--- src/rtl/audvid_clock_color_i2s.sv ---
// audvid_clock_color_i2s: AudVid work-clock dividers, RGB565 palette decoder and I2S DAC serialiser
//   CLK, Reset          100 MHz clock, async active-high reset
//   ColorInput/Output   4-bit palette index -> RGB565 colour (combinational)
//   InputData           {left[15:0], right[15:0]} sample, latched at each frame wrap
//   MasterCLK           CLK pass-through
//   SDCLK/TFTCLK/I2SCLK registered square-wave work clocks
//   I2S_CLK/DATA/WS     DAC link; SyncCLK pulses for one cycle when InputData is latched
module audvid_clock_color_i2s #(
    parameter int SD_DIV  = 8,
    parameter int TFT_DIV = 16,
    parameter int I2S_DIV = 76
) (
    input  logic        CLK,
    input  logic        Reset,
    input  logic [3:0]  ColorInput,
    output logic [15:0] ColorOutput,
    input  logic [31:0] InputData,
    output logic        MasterCLK,
    output logic        SDCLK,
    output logic        TFTCLK,
    output logic        I2SCLK,
    output logic        I2S_CLK,
    output logic        I2S_DATA,
    output logic        I2S_WS,
    output logic        SyncCLK
);
    localparam int SdW  = $clog2(SD_DIV);
    localparam int TftW = $clog2(TFT_DIV);
    localparam int I2sW = $clog2(I2S_DIV);
    localparam logic [SdW-1:0]  SdLast  = SdW'(SD_DIV / 2 - 1);
    localparam logic [TftW-1:0] TftLast = TftW'(TFT_DIV / 2 - 1);
    localparam logic [I2sW-1:0] I2sLast = I2sW'(I2S_DIV / 2 - 1);
    localparam logic [15:0] Palette [16] = '{
        16'h0000, 16'h0015, 16'h0540, 16'h0555,
        16'hA800, 16'hA815, 16'hAAA0, 16'hAD55,
        16'h52AA, 16'h52BF, 16'h57EA, 16'h57FF,
        16'hFAAA, 16'hFABF, 16'hFFEA, 16'hFFFF
    };
    logic [SdW-1:0]  sdCnt;
    logic [TftW-1:0] tftCnt;
    logic [I2sW-1:0] i2sCnt;
    logic [4:0]      bitCnt, nextCnt, wsCnt;
    logic [31:0]     shiftReg;
    logic            i2sFall;
    assign ColorOutput = Palette[ColorInput];
    assign MasterCLK   = CLK;
    assign I2S_CLK     = I2SCLK;
    // the edge on which the bit clock is about to drop from 1 to 0
    assign i2sFall = I2SCLK && (i2sCnt == I2sLast);
    assign nextCnt = bitCnt + 5'd1;
    // WS leads the channel MSB by one bit, so it looks one position ahead
    assign wsCnt   = bitCnt + 5'd2;
    always_ff @(posedge CLK or posedge Reset) begin
        if (Reset) begin
            sdCnt  <= '0;
            tftCnt <= '0;
            i2sCnt <= '0;
            SDCLK  <= 1'b0;
            TFTCLK <= 1'b0;
            I2SCLK <= 1'b0;
        end else begin
            sdCnt  <= (sdCnt == SdLast) ? '0 : sdCnt + 1'b1;
            tftCnt <= (tftCnt == TftLast) ? '0 : tftCnt + 1'b1;
            i2sCnt <= (i2sCnt == I2sLast) ? '0 : i2sCnt + 1'b1;
            SDCLK  <= SDCLK ^ (sdCnt == SdLast);
            TFTCLK <= TFTCLK ^ (tftCnt == TftLast);
            I2SCLK <= I2SCLK ^ (i2sCnt == I2sLast);
        end
    end
    always_ff @(posedge CLK or posedge Reset) begin
        if (Reset) begin
            bitCnt   <= 5'd31;
            shiftReg <= '0;
            I2S_DATA <= 1'b0;
            I2S_WS   <= 1'b0;
            SyncCLK  <= 1'b0;
        end else begin
            SyncCLK <= i2sFall && (bitCnt == 5'd31);
            if (i2sFall) begin
                bitCnt <= nextCnt;
                I2S_WS <= wsCnt[4];
                if (bitCnt == 5'd31) begin
                    shiftReg <= InputData;
                    I2S_DATA <= InputData[31];
                end else begin
                    // ~nextCnt == 31 - nextCnt: MSB first
                    I2S_DATA <= shiftReg[~nextCnt];
                end
            end
        end
    end
endmodule

--- config.mk ---
export PLATFORM = sky130hd
export DESIGN_NAME = audvid_clock_color_i2s
export DESIGN_NICKNAME = d
export VERILOG_FILES = /design/src/rtl/audvid_clock_color_i2s.sv
export SDC_FILE = /design/constraint.sdc
export NUM_CORES = 1
export LEC_CHECK = 0
export ABC_AREA = 1
export CAP_MARGIN = 10
export CORE_MARGIN = 5
export CORE_UTILIZATION = 30
export CTS_CLUSTER_DIAMETER = 30
export DETAILED_ROUTE_END_ITERATION = 6
export GPL_ROUTABILITY_DRIVEN = 1
export GPL_TIMING_DRIVEN = 0
export PLACE_DENSITY = 0.54
export SYNTH_ARGS = -nofsm -noshare
export SYNTH_HDL_FRONTEND = slang
export SYNTH_SLANG_ARGS = --single-unit
--- constraint.sdc ---
create_clock -name CLK -period 2.1 [get_ports CLK]
set_input_delay 0.42 -clock CLK [delete_from_list [all_inputs] [get_ports CLK]]
set_output_delay 0.42 -clock CLK [all_outputs]
set_load 0.005 [all_outputs]
==> impl_metrics.csv <==
group,metric,value,unit
run,maxCapViolCount,0,
logic_synthesis,synth_nets,375,
placement,place.gp.congestion,0.744,
detailed_routing,wl_per_cell,12.0,um
logic_synthesis,synth_common_cells,"nand2_1 (92), dfrtp_1 (52), inv_1 (42)",
sta,setup_viol,0,
detailed_routing,via_count,2296,
logic_synthesis,synth-warning-count,0,
detailed_routing,wirelength,6300,um
sta,worst_pin_slew,687,ps
logic_synthesis,synth_edf_count,0,
logic_synthesis,synth_ff_type,"dfrtp_1",
logic_synthesis,yosys-top-cells-area,"dfrtp_1 (47%), nand2_1 (13%), o21ai_0 (6.3%)",
pwr,leakagePower,1.85,nW
logic_synthesis,ys_async_sr_fraction,1.00,
setup_path,criticalPathCategory,"clk -> out",
final_layout,utilization,0.419,
cts,clkLatencyLatePin,440,ps
sta,hold_violations,0,
global_routing,global_route.overflow_total,0,
detailed_routing,drc,0,
setup_path,cp_max_fo,2,
detailed_routing,drt-initial-drc-count,111,
setup_path,start_kind,"clock port",
hold_path,min_path_type,"in -> async",
die,coreArea,9110,sq um
setup_path,end_kind,"output pin",
detailed_routing,postRouteAntennaNets,0,
sta,holdWs,401,ps
logic_synthesis,syn_inst,330,
die,die_area,11200,sq um
final_layout,nets,453,
detailed_routing,viasPerCell,4.38,
global_routing,grt_pass1_vias,2373,
global_routing,antenna_found_initial,0,
logic_synthesis,ys_seq_area_frac,0.519,
setup_path,arrival,1640,ps
global_routing,grt_max_degree,33,
sta,rsz0062_at_grt,"no",
placement,dpl.hpwl,4680,um
die,rows,35,
sta,fin_skew,6.73,ps
logic_synthesis,synth_most_common_cell,"nand2_1",
logic_synthesis,synth_cell_types,24,
logic_synthesis,synth_top_area_frac,0.471,
setup_path,timing.rr.start,"bitCnt[0]",
logic_synthesis,synth-seq-cells,57,
sta,drv_slew,0,
logic_synthesis,yosysTopAreaCell,"dfrtp_1",
die,start_util,0.303,
final_layout,drive_gt1_frac,0.150,
global_routing,grt_pass1_wl,11100,um
pwr,ir_worst_vdd,0.459,mV
sta,slew_headroom,0.541,
logic_synthesis,synth_area,2760,sq um
final_layout,synthToLayoutAreaGrowth,38.2,%
pwr,cellPowerDensity,636,nW/um^2
final_layout,antenna_cells,0,
cts,cts_hold_buf,0,
cts,cts.clk_slew.worst_paths,60,ps
setup_path,crit_start,"CLK",
setup_path,cp.required,1680,ps
sta,fin_tns_setup,0,ps
placement,port_buffers,61,
die,die-width,106,um
die,io_pins,62,
cts,cts_tree,"built",
global_routing,grtUsageTotal,0.124,
run_status,status,"complete, no violations",
logic_synthesis,syn_area_per_cell,8.37,sq um
die,chipHeight,106,um
detailed_routing,drtPass1Iterations,4,
-- final cells by class --
type / count / area, sq um
repair buffers: 63 / 639
well taps: 111 / 139
inverters: 46 / 173
plain buffers: 27 / 195
fillers: 940 / 5290
clock inverters: 2 / 10.0
clock buffers: 18 / 233
multi-input cells: 200 / 996
flip-flops and latches: 57 / 1430
-- final timing paths --
| kind | to | slack [ps] | cells past startpoint |
|---|---|---|---|
| worst max-delay path | MasterCLK | 40 | 4 |
| max in group asynchronous | bitCnt[0] | 1050 | 3 |
| min in group CLK | sdCnt[0] | 440 | 1 |
| worst min register to register | sdCnt[0] | 440 | 1 |
| worst min-delay path | i2sCnt[6] | 400 | 2 |
| worst max register to register | I2S_DATA | 200 | 10 |
-- state kept, by name, summed over array words and instances, names as in the netlist --
name and flops:
SDCLK 1, I2S_WS 1, I2S_DATA 1, SyncCLK 1
shiftReg 32, TFTCLK 1, i2sCnt 7, tftCnt 4
sdCnt 3, I2SCLK 1, bitCnt 5
-- layout by cell type, fill, tap and decap left out, types with 4 or more instances in the layout --
| cell type | netlist | routed |
|---|---|---|
| buf_4 | 17 | 20 |
| clkbuf_8 | 0 | 16 |
| clkdlybuf4s50_1 | 0 | 54 |
| dfrtp_1 | 52 | 52 |
| dfstp_2 | 5 | 5 |
| dlygate4sd2_1 | 0 | 4 |
| ha_1 | 7 | 5 |
| inv_1 | 42 | 41 |
| inv_2 | 2 | 4 |
| nand2_1 | 92 | 91 |
| nand3_1 | 31 | 31 |
| nor2_1 | 15 | 15 |
| o21ai_0 | 35 | 34 |
| xor2_1 | 8 | 8 |
-- kinds of logic (layout without fill, tap and decap cells) --
family                   after synthesis  in the layout  synth area share
AO/OA/AOI/OAI                         39             39            0.0730
XOR/XNOR                              10             10            0.0317
adder cells (fa/ha/maj)                7              7            0.0317
buffers and inverters                 73            156             0.130
flip-flops                            57             57             0.519
AND/OR/NAND/NOR                      144            144             0.214
-- stage by stage --
stage	power (mW)	std cells	setup WS [ps]	area (sq um)
floorplan	1.19	330	105	2760
global placement	1.34	502	-810	3510
detailed placement	1.35	503	-442	3530
CTS	2.47	523	-0.736	3780
global route	2.55	524	6.41	3820
finish	2.43	524	36.8	3820
-- routing by layer --
| metal | up-vias | GRT usage | wire [um] |
|---|---|---|---|
| li1 | 1169 | - | - |
| met1 | 1067 | 0.160 | 2990 |
| met2 | 51 | 0.187 | 2900 |
| met3 | 9 | 0.0522 | 346 |
| met4 | 0 | 0.0472 | 71 |
| met5 | - | 0 | 0 |
-- power breakdown --
group / leakage, nW / internal (mW) / switching, mW
Clock: 0.134 / 0.715 / 0.453
Sequential: 0.578 / 1.10 / 0
Combinational: 1.14 / 0.110 / 0.0515
Total: 1.85 / 1.92 / 0.505
-- critical path: stages --
cell	delay, ps
clkbuf_8	110
clkbuf_8	120
buf_4	120
dlygate4sd2_1	250
-- timing repair --
action | CTS | global route
pin swaps | 2 | 0
gates cloned | 0 | 0
setup buffers | 1 | 1
endpoints found under the setup margin | 45 | 31
gates resized for setup | 9 | 12
Power figures use the tool's default switching activity.
